$ cat src/rtl/prog_sequencer.sv
// Run controller for the single-cycle CPU: steps a series of programs through
// the PC (load base, hold, run until Halt or timeout) and reports completion.
module prog_sequencer #(
  parameter int                PC_W       = 11,
  parameter int                NUM_PROGS  = 3,
  parameter logic [PC_W-1:0]   PROG_BASE0 = 11'd0,
  parameter logic [PC_W-1:0]   PROG_BASE1 = 11'd256,
  parameter logic [PC_W-1:0]   PROG_BASE2 = 11'd512,
  parameter logic [PC_W-1:0]   PROG_BASE3 = 11'd768,
  parameter int                HOLD_CYC   = 2,
  parameter int                CNT_W      = 16,
  parameter logic [CNT_W-1:0]  TIMEOUT    = 16'd50000
) (
  input  logic             Clk,
  input  logic             Reset,
  input  logic             Go,
  input  logic             Halt,
  output logic             Start,
  output logic             PcLoad,
  output logic [PC_W-1:0]  PcLoadAddr,
  output logic [1:0]       ProgIdx,
  output logic             Busy,
  output logic             Done,
  output logic             AllDone,
  output logic [CNT_W-1:0] CycleCount,
  output logic             Timeout
);

  typedef enum logic [2:0] {
    S_IDLE    = 3'd0,
    S_LOAD    = 3'd1,
    S_HOLD    = 3'd2,
    S_RUN     = 3'd3,
    S_FINISH  = 3'd4,
    S_ALLDONE = 3'd5
  } state_t;

  localparam int              HOLD_W       = (HOLD_CYC > 1) ? $clog2(HOLD_CYC) : 1;
  localparam logic [HOLD_W-1:0] HOLD_LAST  = HOLD_W'(HOLD_CYC - 1);
  localparam logic [1:0]      LAST_IDX     = 2'(NUM_PROGS - 1);
  localparam logic [CNT_W-1:0] TIMEOUT_LAST = CNT_W'(TIMEOUT - 1);
  localparam logic [CNT_W-1:0] CNT_MAX     = {CNT_W{1'b1}};

  state_t              state_q, state_d;
  logic [HOLD_W-1:0]   hold_q, hold_d;
  logic [1:0]          idx_q, idx_d;
  logic [PC_W-1:0]     addr_q, addr_d;
  logic [CNT_W-1:0]    cnt_q, cnt_d;
  logic                timeout_q, timeout_d;
  logic                start_q, start_d;
  logic                pcload_q, pcload_d;
  logic                busy_q, busy_d;
  logic                done_q, done_d;
  logic                alldone_q, alldone_d;

  function automatic logic [PC_W-1:0] base_of(input logic [1:0] idx);
    case (idx)
      2'd0:    base_of = PROG_BASE0;
      2'd1:    base_of = PROG_BASE1;
      2'd2:    base_of = PROG_BASE2;
      2'd3:    base_of = PROG_BASE3;
      default: base_of = PROG_BASE0;
    endcase
  endfunction

  // Next-state logic; outputs are derived from the next state so they register with it.
  always_comb begin
    state_d   = state_q;
    hold_d    = hold_q;
    idx_d     = idx_q;
    cnt_d     = cnt_q;
    timeout_d = timeout_q;
    case (state_q)
      S_IDLE: begin
        if (Go) state_d = S_LOAD;
        else    state_d = S_IDLE;
      end
      S_LOAD: begin
        hold_d  = {HOLD_W{1'b0}};
        state_d = S_HOLD;
      end
      S_HOLD: begin
        if (hold_q == HOLD_LAST) state_d = S_RUN;
        else                     hold_d  = hold_q + 1'b1;
      end
      S_RUN: begin
        cnt_d = (cnt_q == CNT_MAX) ? cnt_q : cnt_q + 1'b1;
        if (Halt) begin
          state_d = S_FINISH;
        end else if (cnt_q == TIMEOUT_LAST) begin
          timeout_d = 1'b1;
          state_d   = S_FINISH;
        end else begin
          state_d = S_RUN;
        end
      end
      S_FINISH: begin
        if (idx_q == LAST_IDX) begin
          state_d = S_ALLDONE;
        end else begin
          idx_d   = idx_q + 2'd1;
          state_d = S_LOAD;
        end
      end
      S_ALLDONE: begin
        if (Go) begin
          idx_d     = 2'd0;
          timeout_d = 1'b0;
          state_d   = S_LOAD;
        end else begin
          state_d = S_ALLDONE;
        end
      end
      default: state_d = S_IDLE;
    endcase

    // Entering LOAD picks the new base and clears the cycle counter.
    if (state_d == S_LOAD) begin
      cnt_d  = {CNT_W{1'b0}};
      addr_d = base_of(idx_d);
    end else begin
      addr_d = addr_q;
    end
    pcload_d  = (state_d == S_LOAD);
    start_d   = (state_d != S_RUN);
    busy_d    = (state_d == S_LOAD) || (state_d == S_HOLD) ||
                (state_d == S_RUN)  || (state_d == S_FINISH);
    done_d    = (state_d == S_FINISH);
    alldone_d = (state_d == S_ALLDONE);
  end

  // State and registered outputs with synchronous reset.
  always_ff @(posedge Clk) begin
    if (Reset) begin
      state_q   <= S_IDLE;
      hold_q    <= {HOLD_W{1'b0}};
      idx_q     <= 2'd0;
      addr_q    <= PROG_BASE0;
      cnt_q     <= {CNT_W{1'b0}};
      timeout_q <= 1'b0;
      start_q   <= 1'b1;
      pcload_q  <= 1'b0;
      busy_q    <= 1'b0;
      done_q    <= 1'b0;
      alldone_q <= 1'b0;
    end else begin
      state_q   <= state_d;
      hold_q    <= hold_d;
      idx_q     <= idx_d;
      addr_q    <= addr_d;
      cnt_q     <= cnt_d;
      timeout_q <= timeout_d;
      start_q   <= start_d;
      pcload_q  <= pcload_d;
      busy_q    <= busy_d;
      done_q    <= done_d;
      alldone_q <= alldone_d;
    end
  end

  assign Start      = start_q;
  assign PcLoad     = pcload_q;
  assign PcLoadAddr = addr_q;
  assign ProgIdx    = idx_q;
  assign Busy       = busy_q;
  assign Done       = done_q;
  assign AllDone    = alldone_q;
  assign CycleCount = cnt_q;
  assign Timeout    = timeout_q;

endmodule

$ cat config.mk
export PLATFORM = sky130hd
export DESIGN_NAME = prog_sequencer
export DESIGN_NICKNAME = d
export VERILOG_FILES = /design/src/rtl/prog_sequencer.sv
export SDC_FILE = /design/constraint.sdc
export NUM_CORES = 1
export LEC_CHECK = 0
export ABC_AREA = 1
export BUFFER_PORTS_ARGS = -buffer_cell sky130_fd_sc_hd__buf_2
export CAP_MARGIN = 25
export CELL_PAD_IN_SITES_DETAIL_PLACEMENT = 0
export CELL_PAD_IN_SITES_GLOBAL_PLACEMENT = 1
export CORE_MARGIN = 3
export CORE_UTILIZATION = 42
export CTS_BUF_LIST = sky130_fd_sc_hd__clkbuf_8
export DETAILED_ROUTE_END_ITERATION = 6
export GPL_TIMING_DRIVEN = 0
export MAX_ROUTING_LAYER = met4
export PLACE_DENSITY_LB_ADDON = 0.1
export SETUP_SLACK_MARGIN = 0.1
export SKIP_CTS_REPAIR_TIMING = 1
export SLEW_MARGIN = 20
export SYNTH_ARGS = -nofsm -noshare
export SYNTH_HDL_FRONTEND = slang
export SYNTH_SLANG_ARGS = --single-unit
export TNS_END_PERCENT = 30
$ cat constraint.sdc
create_clock -name Clk -period 4.45 [get_ports Clk]
set_clock_uncertainty 0.2 [all_clocks]
set_input_delay 0.445 -clock Clk [delete_from_list [all_inputs] [get_ports Clk]]
set_output_delay 0.445 -clock Clk [all_outputs]
set_load 0.02 [all_outputs]
==> results of run 1 <==
## worst max-delay path by stage
stage | startpoint | endpoint | cells after the start
after floorplan | CycleCount[0] | CycleCount[11] | 10
after global placement | CycleCount[0] | CycleCount[11] | 10
after detailed placement | CycleCount[0] | CycleCount[6] | 10
after CTS | CycleCount[0] | CycleCount[12] | 10
after global routing | CycleCount[0] | CycleCount[6] | 10
final | CycleCount[0] | CycleCount[6] | 10
## layout make-up
cell class              instances  share of cell area, %
well taps                      48                   2.92
multi-input cells             195                   46.5
repair buffers                 29                   7.05
flip-flops and latches         30                   29.2
plain buffers                  13                   4.98
inverters                      29                   5.35
clock buffers                   6                   4.01
## metrics by stage
step / hold WS, ps / instance area [sq um] / total power [uW]
2_1_floorplan: 234 / 1770 / 328
3_3_place_gp: 258 / 1980 / 341
3_5_place_dp: 256 / 1980 / 340
4_1_cts: 210 / 2060 / 552
5_1_grt: 219 / 2060 / 570
6_report: 211 / 2060 / 546
## worst register-to-register path, delay by kind of cell (launching register included)
family	cells	cell delay, ps
AO/OA/AOI/OAI	1	50
AND/OR/NAND/NOR	5	590
buffers and inverters	3	360
adder cells (fa/ha/maj)	1	250
flip-flops	1	340
## metal layers
layer  GRT usage, %  vias up  wire length, um
met1           22.3      698             1890
met2           21.8       45             1470
li1               -      889                -
met5              -        -                0
met4           5.11        0               51
met3           4.32        8              285
## flip-flops by register name, indices dropped and copies added (netlist names)
register,count
CycleCount,16
state_q,3
PcLoadAddr,2
ProgIdx,2
AllDone,1
Busy,1
Done,1
PcLoad,1
Start,1
Timeout,1
hold_q,1
## cell families after synthesis
group / share of synthesized area [%]
buf+inv: 12.2
other cells: 0.215
flops: 34.5
compound gates: 7.90
simple gates: 40.0
xor+xnor: 3.02
fa+ha+maj: 2.16
## power breakdown
part / internal, uW / total [uW] / switching [uW]
clock network: 119 / 211 / 92.1
registers: 274 / 278 / 4.58
logic: 18.8 / 56.3 / 37.5
total: 412 / 546 / 134
## placed cells by master, fill, tap and decap left out, types with 3 or more instances in the layout
cell	n
conb_1	9
xor2_1	4
a21oi_2	6
a21oi_1	9
nand3_1	20
ha_1	3
buf_2	30
clkbuf_8	6
nand2_1	75
nor2_4	3
nand3_2	3
nand2_2	4
o21ai_0	4
nor2_1	36
nand4_1	7
inv_1	22
dfxtp_1	30
buf_4	10
nor2_2	3
inv_2	4
==> flow_summary.toml, run 1 <==
[setup_path]
critical_path.cell_chain = "ha_1, nand3_2, inv_2, nand2_2, nor2_4, nor2_4, clkinv_2, buf_6, nand2_1, a21oi_2"
path_max_fanout = 10
r2r-end = "CycleCount[6]"
cp_slowest_stage_delay_ps = 340
worstSetupStartpointType = "flop"
cp.buffers_inverters = 3
crit_family = "simple AND/OR/NAND/NOR gates"
slowest_stage = "dfxtp_1"
worstPathArrival_ps = 1860
critical_path_required_ps = 4420
r2r.worst_path.cells = 10
crit_top_cell = "nor2_4"
r2r_slack_ps = 2560
worstSetupEndpointType = "flop"
crit_type = "reg2reg"
worstReg2RegStart = "CycleCount[0]"

[placed_design]
portBuffers = 29
placed_cells = 344
detailed_place_hpwl_um = 2820
gp_congestion = 0.837
dpl_worst_slack_ps = 2550

[synth]
synth_area_sq_um = 1740
yosysWarnings = 0
avgSynthCellArea_sq_um = 6.72
synthTopCellsByCount = "nand2_1, nor2_1, dfxtp_1"
synth.distinct_cells = 29
synth_edf_count = 0
async_flop_share_pct = 0
synthesis.instances = 259
synth_top_area_cell = "dfxtp_1"
synthTopCellsByArea = "dfxtp_1, nand2_1, nor2_1"
ys_seq_area_share_pct = 34.5
synth.most_common_cell = "nand2_1"
netlist.area_leader.share_pct = 34.5
synth_seq_cells = 30
ys.flop_type = "dfxtp_1"

[clock_tree]
clock_tree.buffer_depth = 2
clock_sinks = 30
cts_inserted_buffers = 5
clk_latency_ps = 280
clockRootBuffer = "clkbuf_8"
h-tree-depth = 2
cts_tree = "yes"
cts.clk_slew.worst_paths_ps = 60

[pwr]
peakVddDrop_mv = 0.210
power_per_cell_area_nw_per_um2 = 265
p_leak_uw = 0.000943

[worst_hold_path]
hold_depth = 2
hold_start = "Reset"
min_path_type = "in2reg"
hold_path_end = "state_q[1]"

[finish]
seq_area_sq_um = 601
layout.nets = 310
syn_to_final_growth_pct = 18.2
multi_input_area_sq_um = 958
fillers = 403
final_cells = 350
antenna_cells = 0
utilization_pct = 53.8
drive_gt1_share_pct = 24.2

[die]
die_area_sq_um = 4960
die_w_um = 70.4
num_rows = 22
start_util_pct = 45.5
die_h_um = 70.4
core_sq_um = 3830
pin_count = 39

[run_status]
outcome = "finished, final reports clean"

[timing]
fin_crit_sh_pct = 42.5
rsz0062_at_grt = "false"
setup-tns-final_ps = 0
min_period_ps = 1890
max_freq_mhz = 529
setup_slack_ps = 2560
hold_violations = 0
setup_viol = 0
slew_viol_final = 0

[drt]
wire_per_inst_um = 10.6
drtAntennaViolNets = 0
first_pass_iters = 4
drt-total-wl_um = 3700
first_iter_violations = 92
post-route-drc-count = 0
post_drt_via_cell_ratio = 4.69
vias = 1640

[global_route]
groute.usage.overall_pct = 15.9
grt_overflow_total = 0
antenna_found_initial = 0
grt_pass1_wl_um = 6150
grt_pass1_vias = 1363
grt_max_degree = 11

[flow_run]
drv_cap = 0
Note: power is estimated with default switching activity, not from simulation.
==> inputs of run 2 (changes only) <==
--- a/config.mk
+++ b/config.mk
@@ -11,7 +11,7 @@
 export CELL_PAD_IN_SITES_DETAIL_PLACEMENT = 0
 export CELL_PAD_IN_SITES_GLOBAL_PLACEMENT = 1
 export CORE_MARGIN = 3
-export CORE_UTILIZATION = 42
+export CORE_UTILIZATION = 39
 export CTS_BUF_LIST = sky130_fd_sc_hd__clkbuf_8
 export DETAILED_ROUTE_END_ITERATION = 6
 export GPL_TIMING_DRIVEN = 0
==> constraint.sdc (replaced) <==
create_clock -name Clk -period 1.95 [get_ports Clk]
set_clock_uncertainty 0.2 [all_clocks]
set_input_delay 0.195 -clock Clk [delete_from_list [all_inputs] [get_ports Clk]]
set_output_delay 0.195 -clock Clk [all_outputs]
set_load 0.02 [all_outputs]
==> run 2 against run 1 <==
  * Final cell count rose by 1.7%
  * Non-clock buffer count is 3 higher
  * Hold slack worse by 120 ps
  * Critical path type unchanged
  * Highest routed layer unchanged
==> flow_summary.toml, run 2 (same netlist as run 1, synthesis figures left out) <==
[global_route]
grt_overflow_total = 0
grt_pass1_vias = 1510
antenna_found_initial = 0
groute.usage.overall_pct = 17.1
grt_pass1_wl_um = 6930
grt_max_degree = 11

[die]
die_h_um = 72.8
die_w_um = 72.8
pin_count = 39
start_util_pct = 42.0
num_rows = 23
core_sq_um = 4140
die_area_sq_um = 5300

[drt]
drtAntennaViolNets = 0
post-route-drc-count = 0
first_pass_iters = 4
first_iter_violations = 88
drt-total-wl_um = 4050
vias = 1660
wire_per_inst_um = 11.4
post_drt_via_cell_ratio = 4.66

[timing]
setup-tns-final_ps = 0
max_freq_mhz = 575
min_period_ps = 1740
setup_viol = 0
fin_crit_sh_pct = 89.1
slew_viol_final = 0
hold_violations = 0
rsz0062_at_grt = "true"

[pwr]
total_power_uw = 1410
power_per_cell_area_nw_per_um2 = 654
p_seq_share_pct = 45.2
comb_power_share_pct = 9.5
swShare_pct = 23.3
clockPowerShare_pct = 45.3
p_int_uw = 1080
p_leak_uw = 0.000974
p_switching_uw = 328
peakVddDrop_mv = 0.373

[worst_hold_path]
hold_path_end = "state_q[1]"
hold_start = "Halt"
hold_depth = 4
min_path_type = "in2reg"

[clock_tree]
h-tree-depth = 2
cts_tree = "yes"
clock_tree.buffer_depth = 2
clk_latency_ps = 280
clock_sinks = 30
clockRootBuffer = "clkbuf_8"
cts.clk_slew.worst_paths_ps = 60
cts_inserted_buffers = 5

[finish]
largest_reg_flops = 16
layout.nets = 313
syn_to_final_growth_pct = 23.7
final_cell_mix = "nand2_1, nor2_1, buf_2"
fillers = 462
antenna_cells = 0
layout_commonest_cell = "nand2_1"
drive_gt1_share_pct = 27.5

[flow_run]
drv_cap = 0

[setup_path]
worstSetupStartpointType = "flop"
r2r-end = "CycleCount[5]"
worstSetupEndpointType = "flop"
critical_path_required_ps = 1960
crit_type = "reg2reg"
worstReg2RegStart = "CycleCount[0]"
worstPathArrival_ps = 1750
r2r_slack_ps = 210
r2r.worst_path.cells = 9
path_max_fanout = 10

[placed_design]
portBuffers = 29
gp_congestion = 0.775
detailed_place_hpwl_um = 3000

[run_status]
outcome = "finished, final reports clean"
-- run 2: cell count changes in the layout (fill, tap and decap cells not counted), moves of 2 or more --
cell and change:
nand3_4 +2, dfxtp_1 -4, dfxtp_2 +4, nor2_1 -2, buf_4 +2
-- run 2: power by group through the flow --
| stage | registers (uW) | logic, uW | clock network (uW) |
|---|---|---|---|
| 2_1_floorplan | 655 | 92.5 | 0 |
| 4_1_cts | 635 | 129 | 658 |
| 3_3_place_gp | 649 | 130 | 0 |
| 5_1_grt | 638 | 148 | 676 |
| 6_report | 636 | 134 | 638 |
| 3_5_place_dp | 649 | 129 | 0 |
-- run 2: cell type report --
cell class	count	area, sq um	area share, %
clock buffers	6	82.6	3.83
plain buffers	13	103	4.76
multi-input cells	195	991	46.0
repair buffers	32	170	7.90
clock inverters	1	30.0	1.39
inverters	29	110	5.11
well taps	50	62.6	2.90
flip-flops and latches	30	606	28.1
-- run 2: how the worst max path moves through the flow --
stage             startpoint        endpoint  slack, ps  depth (start not counted)
6_report       CycleCount[0]   CycleCount[5]        210                          9
5_1_grt        CycleCount[0]   CycleCount[2]         90                         10
4_1_cts        CycleCount[0]   CycleCount[5]         40                          9
3_5_place_dp   CycleCount[0]   CycleCount[5]         60                         10
3_3_place_gp   CycleCount[0]  CycleCount[12]         70                         10
2_1_floorplan  CycleCount[0]  CycleCount[11]        140                         10
-- run 2: per-layer routing --
| layer | GRT usage [%] | part of all wire, % |
|---|---|---|
| met4 | 5.53 | 0.59 |
| met3 | 3.31 | 4.5 |
| met1 | 23.8 | 52 |
| met5 | - | 0 |
| met2 | 24.8 | 43 |
-- run 2: stage by stage --
stage	instance area [sq um]	std cells	setup WS [ps]	utilization (%)	hold WS (ps)
finish	2150	356	212	52.0	88.4
floorplan	1770	267	144	-	64.1
global placement	1980	346	66.9	47.8	252
detailed placement	1980	346	58.3	47.8	248
CTS	2090	353	36.1	50.5	-48.8
global route	2150	356	88.0	52.0	134
-- run 2: worst max-delay path, stage by stage, from the launching register on --
cell and delay, ps:
dfxtp_2 340, ha_2 220, nand3_4 120, inv_2 60, nand2_2 80, nor2_4 50, nor2_4 170, buf_4 210
nand2_1 80, a21oi_2 140
